**config.mk**
```make
export PLATFORM = sky130hd
export DESIGN_NAME = tnn_feature_quantizer_flat
export DESIGN_NICKNAME = d
export VERILOG_FILES = /design/src/rtl/tnn_pkg.sv /design/src/rtl/tnn_feature_quantizer_if.sv /design/src/rtl/tnn_thermo_quant.sv /design/src/rtl/tnn_feature_quantizer.sv /design/src/flat_wrapper.sv
export SDC_FILE = /design/constraint.sdc
export NUM_CORES = 1
export LEC_CHECK = 0
export ABC_AREA = 1
export ABC_CLOCK_PERIOD_IN_PS = 3500
export BUFFER_PORTS_ARGS = -buffer_cell sky130_fd_sc_hd__buf_4
export CAP_MARGIN = 20
export CORE_AREA = 2 2 150 152
export DETAILED_ROUTE_END_ITERATION = 6
export DIE_AREA = 0 0 152 154
export SETUP_SLACK_MARGIN = 0.5
export SYNTH_ARGS = -nofsm -noshare
export SYNTH_HDL_FRONTEND = slang
export SYNTH_HIERARCHICAL = 1
export SYNTH_SLANG_ARGS = --single-unit
```
**constraint.sdc**
```tcl
create_clock -name clk -period 3.5 [get_ports clk]
set_clock_uncertainty 0.1 [all_clocks]
set_input_delay 0.525 -clock clk [delete_from_list [all_inputs] [get_ports clk]]
set_output_delay 0.525 -clock clk [all_outputs]
set_load 0.005 [all_outputs]
```
**src/rtl/tnn_pkg.sv**
```systemverilog
// Shared constants, types and defaults for the classifier front-end quantizer.
// Latency: n/a (declarations only).
// Backpressure: n/a.
package tnn_pkg;

    localparam int N_FEAT = 5;   // features per frame, fixed to classifier arity
    localparam int Q_W    = 2;   // quantized width per feature
    localparam int N_THR  = 3;   // thresholds per feature

    typedef enum logic {
        COLLECT = 1'b0,
        DRAIN   = 1'b1
    } state_e;

    // Reset threshold i of a feature: (i+1)/4 of the full raw range.
    function automatic int dflt_thr(input int feat_w, input int i);
        return (i + 1) << (feat_w - 2);
    endfunction

endpackage

```
**src/rtl/tnn_feature_quantizer_if.sv**
```systemverilog
// Stream bundle: raw feature beats in, quantized vector out.
// Latency: n/a (wires only).
// Backpressure: s_ready/m_ready valid-ready handshakes on each side.
interface tnn_feature_quantizer_if #(
    parameter int FEAT_W = 8
);
    import tnn_pkg::*;

    logic                    s_valid;
    logic                    s_ready;
    logic [FEAT_W-1:0]       s_data;
    logic                    s_last;
    logic                    m_valid;
    logic                    m_ready;
    logic [Q_W*N_FEAT-1:0]   m_vec;

    // Quantizer side: consumes the sample stream, produces the vector.
    modport slave (
        input  s_valid, s_data, s_last, m_ready,
        output s_ready, m_valid, m_vec
    );

    // Environment side: produces samples, consumes vectors.
    modport master (
        output s_valid, s_data, s_last, m_ready,
        input  s_ready, m_valid, m_vec
    );

endinterface

```
**src/rtl/tnn_thermo_quant.sv**
```systemverilog
// Thermometer quantizer: counts how many of three thresholds the sample meets.
// Latency: combinational.
// Backpressure: none.
module tnn_thermo_quant
    import tnn_pkg::*;
#(
    parameter int FEAT_W = 8
) (
    input  logic [FEAT_W-1:0]       x_i,
    input  logic [N_THR*FEAT_W-1:0] thr_i,   // {t2, t1, t0}
    output logic [Q_W-1:0]          q_o
);

    // Count of satisfied compares; threshold order is not assumed.
    always_comb begin
        q_o = '0;
        for (int i = 0; i < N_THR; i++) begin
            if (x_i >= thr_i[i*FEAT_W +: FEAT_W]) begin
                q_o = q_o + Q_W'(1);
            end
        end
    end

endmodule

```
**src/rtl/tnn_feature_quantizer.sv**
```systemverilog
// Frames raw feature beats, quantizes each to 2 bits and emits a 10-bit vector.
// Latency: vector valid the cycle after the final beat is accepted.
// Backpressure: stalls only the final beat while the output register is full and not popped.
module tnn_feature_quantizer
    import tnn_pkg::*;
#(
    parameter int FEAT_W = 8,
    parameter int ERR_W  = 8
) (
    input  logic                     clk,
    input  logic                     rst,
    input  logic                     cfg_we,
    input  logic [2:0]               cfg_addr,
    input  logic [N_THR*FEAT_W-1:0]  cfg_data,
    tnn_feature_quantizer_if.slave   sif,
    output logic                     err_frame,
    output logic [ERR_W-1:0]         err_cnt
);

    localparam int                IDX_W    = 3;
    localparam int                VEC_W    = Q_W * N_FEAT;
    localparam logic [IDX_W-1:0]  LAST_IDX = IDX_W'(N_FEAT - 1);

    logic [N_THR*FEAT_W-1:0] thr_q [N_FEAT];
    logic [N_THR*FEAT_W-1:0] thr_sel;
    state_e                  state_q, state_d;
    logic [IDX_W-1:0]        idx_q, idx_d;
    logic [VEC_W-1:0]        stage_q, stage_d;
    logic [VEC_W-1:0]        vec_q, vec_d;
    logic                    vld_q, vld_d;
    logic                    err_q, err_d;
    logic [ERR_W-1:0]        cnt_q, cnt_d;
    logic [Q_W-1:0]          q;
    logic                    acc;
    logic                    pop;
    logic                    at_last;

    // Threshold table: defaults on reset, whole-entry writes for valid addresses.
    always_ff @(posedge clk) begin
        if (rst) begin
            for (int k = 0; k < N_FEAT; k++) begin
                for (int i = 0; i < N_THR; i++) begin
                    thr_q[k][i*FEAT_W +: FEAT_W] <= FEAT_W'(dflt_thr(FEAT_W, i));
                end
            end
        end else if (cfg_we) begin
            for (int k = 0; k < N_FEAT; k++) begin
                if (cfg_addr == 3'(k)) begin
                    thr_q[k] <= cfg_data;
                end
            end
        end
    end

    // Select the threshold entry of the feature currently expected.
    always_comb begin
        thr_sel = thr_q[0];
        for (int k = 1; k < N_FEAT; k++) begin
            if (idx_q == IDX_W'(k)) begin
                thr_sel = thr_q[k];
            end
        end
    end

    tnn_thermo_quant #(
        .FEAT_W (FEAT_W)
    ) u_quant (
        .x_i   (sif.s_data),
        .thr_i (thr_sel),
        .q_o   (q)
    );

    // Only the final beat can be held off, and only by an unpopped full output.
    assign at_last     = (idx_q == LAST_IDX);
    assign pop         = vld_q && sif.m_ready;
    assign sif.s_ready = (state_q == DRAIN) || !at_last || !vld_q || sif.m_ready;
    assign acc         = sif.s_valid && sif.s_ready;

    // Framing state machine: staging, output load, error detection.
    always_comb begin
        state_d = state_q;
        idx_d   = idx_q;
        stage_d = stage_q;
        vec_d   = vec_q;
        vld_d   = pop ? 1'b0 : vld_q;
        err_d   = 1'b0;
        if (acc) begin
            if (state_q == DRAIN) begin
                if (sif.s_last) begin
                    idx_d   = '0;
                    state_d = COLLECT;
                end
            end else begin
                stage_d[int'(idx_q)*Q_W +: Q_W] = q;
                if (!at_last) begin
                    if (sif.s_last) begin
                        idx_d = '0;          // short frame
                        err_d = 1'b1;
                    end else begin
                        idx_d = idx_q + IDX_W'(1);
                    end
                end else if (sif.s_last) begin
                    vec_d = {q, stage_q[VEC_W-Q_W-1:0]};
                    vld_d = 1'b1;
                    idx_d = '0;
                end else begin
                    err_d   = 1'b1;          // long frame: drop the rest silently
                    idx_d   = '0;
                    state_d = DRAIN;
                end
            end
        end
        cnt_d = cnt_q;
        if (err_d && (cnt_q != '1)) begin
            cnt_d = cnt_q + ERR_W'(1);
        end
    end

    // State registers; reset drops any partial frame and pending vector.
    always_ff @(posedge clk) begin
        if (rst) begin
            state_q <= COLLECT;
            idx_q   <= '0;
            stage_q <= '0;
            vec_q   <= '0;
            vld_q   <= 1'b0;
            err_q   <= 1'b0;
            cnt_q   <= '0;
        end else begin
            state_q <= state_d;
            idx_q   <= idx_d;
            stage_q <= stage_d;
            vec_q   <= vec_d;
            vld_q   <= vld_d;
            err_q   <= err_d;
            cnt_q   <= cnt_d;
        end
    end

    assign sif.m_valid = vld_q;
    assign sif.m_vec   = vec_q;
    assign err_frame   = err_q;
    assign err_cnt     = cnt_q;

endmodule

```
**src/flat_wrapper.sv**
```systemverilog
// flat-port wrapper written by rule: the top's interface ports become plain ports
module tnn_feature_quantizer_flat import tnn_pkg::*;
#(
    parameter int FEAT_W = 8,
    parameter int ERR_W  = 8
)
  (clk, rst, cfg_we, cfg_addr, cfg_data, err_frame, err_cnt, sif_s_valid, sif_s_data, sif_s_last, sif_m_ready, sif_s_ready, sif_m_valid, sif_m_vec);
  tnn_feature_quantizer_if #(.FEAT_W(FEAT_W)) sif_i ();
  input  logic clk;
  input  logic rst;
  input  logic cfg_we;
  input  logic [2:0] cfg_addr;
  input  logic [N_THR*FEAT_W-1:0] cfg_data;
  output logic err_frame;
  output logic [ERR_W-1:0] err_cnt;
  input wire logic [$bits(sif_i.s_valid)-1:0] sif_s_valid;
  input wire logic [$bits(sif_i.s_data)-1:0] sif_s_data;
  input wire logic [$bits(sif_i.s_last)-1:0] sif_s_last;
  input wire logic [$bits(sif_i.m_ready)-1:0] sif_m_ready;
  output wire logic [$bits(sif_i.s_ready)-1:0] sif_s_ready;
  output wire logic [$bits(sif_i.m_valid)-1:0] sif_m_valid;
  output wire logic [$bits(sif_i.m_vec)-1:0] sif_m_vec;
  assign sif_i.s_valid = sif_s_valid;
  assign sif_i.s_data = sif_s_data;
  assign sif_i.s_last = sif_s_last;
  assign sif_i.m_ready = sif_m_ready;
  assign sif_s_ready = sif_i.s_ready;
  assign sif_m_valid = sif_i.m_valid;
  assign sif_m_vec = sif_i.m_vec;
  tnn_feature_quantizer #(.FEAT_W(FEAT_W), .ERR_W(ERR_W)) u_core (.clk(clk), .rst(rst), .cfg_we(cfg_we), .cfg_addr(cfg_addr), .cfg_data(cfg_data), .sif(sif_i), .err_frame(err_frame), .err_cnt(err_cnt));
endmodule
```
==> metrics.txt <==
Area growth, synth to finish=30.9%; Reg clk slew, reported paths=0.06 ns; status=complete, no violations; flops & latches, synth=152; most frequent cells in the layout=nor2_1 (166), nand2_1 (120), edfxtp_1 (120), buf_4 (90), inv_1 (80); Hold Violations, Final=0; fraction of layout cells with a size suffix above 1=24.4%; total power=0.00453 W; Pre-antenna DRT Iters=5; Chip Height=154 um; WL final=21200 um; hold depth=3; global-route wire length before repair=33300 um; CTS buffer count=17; VDD IR max=0.267 mV; Core ar.=21700 sq um; # hold bufs at CTS=0; Worst-Margin Slew=0.847 ns; Mapped Area=7560 sq um; Critical Path AT=3.44 ns; PwrDens=457 nW/um^2; Die X=152 um; Synth Instances=837; min-delay src=sif_s_valid; ANT cells=0; worst-skew pair later-pin latency=0.43 ns; Via density=5.08; Yosys cell types=29; count of final max-slew check failures=0; vias in the first global route=6187; Worst Hold End=u_core/err_frame; R2R Path Start=u_core/idx_q[1]; Root Buffer=clkbuf_16; post-synthesis sequential area ratio=56.1%; GR Overflow Total=0; crit path capture type=flip-flop; mean post-synth cell area=9.03 sq um; area of the multi-input gates=3190 sq um; WP data required=3.72 ns; min Tclk post-route=3.22 ns; row cnt=54; Hold/Removal Path Class=input port to flip-flop; R2R depth=23; Post-Route Setup TNS=0 ns; clock tree buffer depth=2; via count=6218; die area=23400 sq um; largest net degree at the start of global routing=27; Clock Sinks=152; max-cap viol count=0; period utilisation layout=92.0%; Final HPWL DP=12600 um; Static Leak=4.11 nW; I/O pins=62; Synth Warn #=6; commonest non-fill, non-tap cell in the layout=nor2_1; Nets=1008; register area=4250 sq um; Crit Path Class=flip-flop to flip-flop; final setup violation count=0; FF-to-FF setup slack=0.28 ns; RSZ-0062 raised after global routing=yes; CTS tree=yes; drt wl/cell=17.3 um; ANT nets after route=0; final core utilization=45.6%; gr usage total=18.3%; reg2reg end=u_core/stage_q[6]; GP Congestion=0.845; initial antenna violation count=0; DRT iter0 DRCs=594; Filler Cells Inserted=1947; crit-path max FO=6; Remaining DRCs=0; startpoint types=flip-flop; Port Buf Inserts=61; starting density of the core=34.9%; Peak Freq=311 MHz; post-synth net total=914; Max transition margin=43.5%; CTS HTree Levels=4
==> through the flow <==
| step | setup WS [ns] | instance area, sq um | instances | hold WS [ns] |
|---|---|---|---|---|
| global placement | 0.241 | 8350 | 1154 | 0.352 |
| floorplan | 0.501 | 7620 | 837 | 0.341 |
| detailed placement | 0.132 | 8350 | 1154 | 0.353 |
| finish | 0.281 | 9900 | 1224 | 0.337 |
| global route | 0.157 | 9900 | 1224 | 0.336 |
| CTS | 0.395 | 9700 | 1214 | 0.322 |
==> worst max-delay path by stage <==
stage	startpoint	end	slack (ns)	depth (start not counted)
6_report	u_core/idx_q[1]	u_core/stage_q[6]	0.28	23
5_1_grt	u_core/idx_q[1]	u_core/stage_q[6]	0.16	23
4_1_cts	u_core/idx_q[1]	u_core/stage_q[6]	0.40	23
3_5_place_dp	u_core/idx_q[0]	u_core/stage_q[6]	0.13	20
3_3_place_gp	u_core/idx_q[0]	u_core/stage_q[6]	0.24	21
2_1_floorplan	u_core/idx_q[1]	u_core/stage_q[6]	0.50	23
==> routing by layer <==
layer  GRT usage (%)  vias to the layer above  share of wire, %
met4            6.72                        0               2.9
met1            24.1                     2953                44
met2            29.8                      223                47
met3            4.14                       54               5.7
met5               0                        -                 0
li1                -                     2988                 -
==> state kept, by name (all words and copies together) (netlist names) <==
signal	flops
u_core/err_cnt	8
u_core/err_frame	1
u_core/idx_q	3
u_core/sif.m_valid	1
u_core/sif.m_vec	10
u_core/stage_q	8
u_core/state_q	1
u_core/thr_q	120
==> worst max-delay path: stages (launching register included) <==
cell      delay, ns
dfxtp_4        0.37
inv_4          0.07
ha_4           0.21
buf_6          0.12
buf_12         0.12
nand3_1        0.07
nand3_1        0.09
o211ai_1       0.12
a21oi_1        0.19
inv_1          0.09
ha_4           0.28
nand2_2        0.06
nor2_2         0.14
nand4_1        0.12
nand3_2        0.12
inv_2          0.05
ha_4           0.28
inv_2          0.04
nand2_2        0.06
nand2_4        0.07
nand3_4        0.09
nand3_2        0.08
nand2_1        0.09
nor2_1         0.05
==> cell usage after synthesis (all sizes together) <==
cell / instances / area (sq um)
nor2: 177 / 689
nand2: 135 / 519
edfxtp: 120 / 3600
inv: 91 / 342
a21oi: 74 / 370
nand3: 74 / 375
ha: 36 / 450
dfxtp: 32 / 641
o211ai: 24 / 180
buf: 20 / 100
clkbuf: 20 / 75.1
nand4: 13 / 81.3
o21ai: 9 / 45.0
nor3: 4 / 30.0
nand3b: 2 / 15.0
xnor2: 2 / 17.5
clkinv: 1 / 3.75
o21a: 1 / 8.76
or2: 1 / 6.26
xor2: 1 / 8.76
==> area by class of cell <==
cell class	instances	share of cell area (%)
Timing Repair Buffer	115	11.8
Multi-Input combinational cell	553	32.2
Clock inverter	10	0.910
Tap cell	280	3.54
Clock buffer	22	4.80
Inverter	92	3.74
Sequential cell	152	43.0
==> power breakdown <==
group	switching (W)	leakage, nW	internal [W]
combinational	0.000397	2.39	0.000294
clock	0.000714	0.289	0.00104
sequential	0.0000351	1.43	0.00205
total	0.00115	4.11	0.00338
==> cell families after synthesis <==
| family | Yosys count | synth area share [%] |
|---|---|---|
| xor gates and xnor gates | 3 | 0.348 |
| buffers and inverters | 132 | 6.88 |
| and+or+nand+nor | 406 | 22.7 |
| adders and majority gates | 36 | 5.96 |
| AOI/OAI and AO/OA | 108 | 7.99 |
| DFF | 152 | 56.1 |
==> repair_timing <==
item	CTS	global route
endpoints found under the setup margin	10	10
pin swaps	33	29
resized for setup	86	26
cloned	7	0
buffers inserted	21	10
No activity file was read; power rests on OpenSTA's default activity.
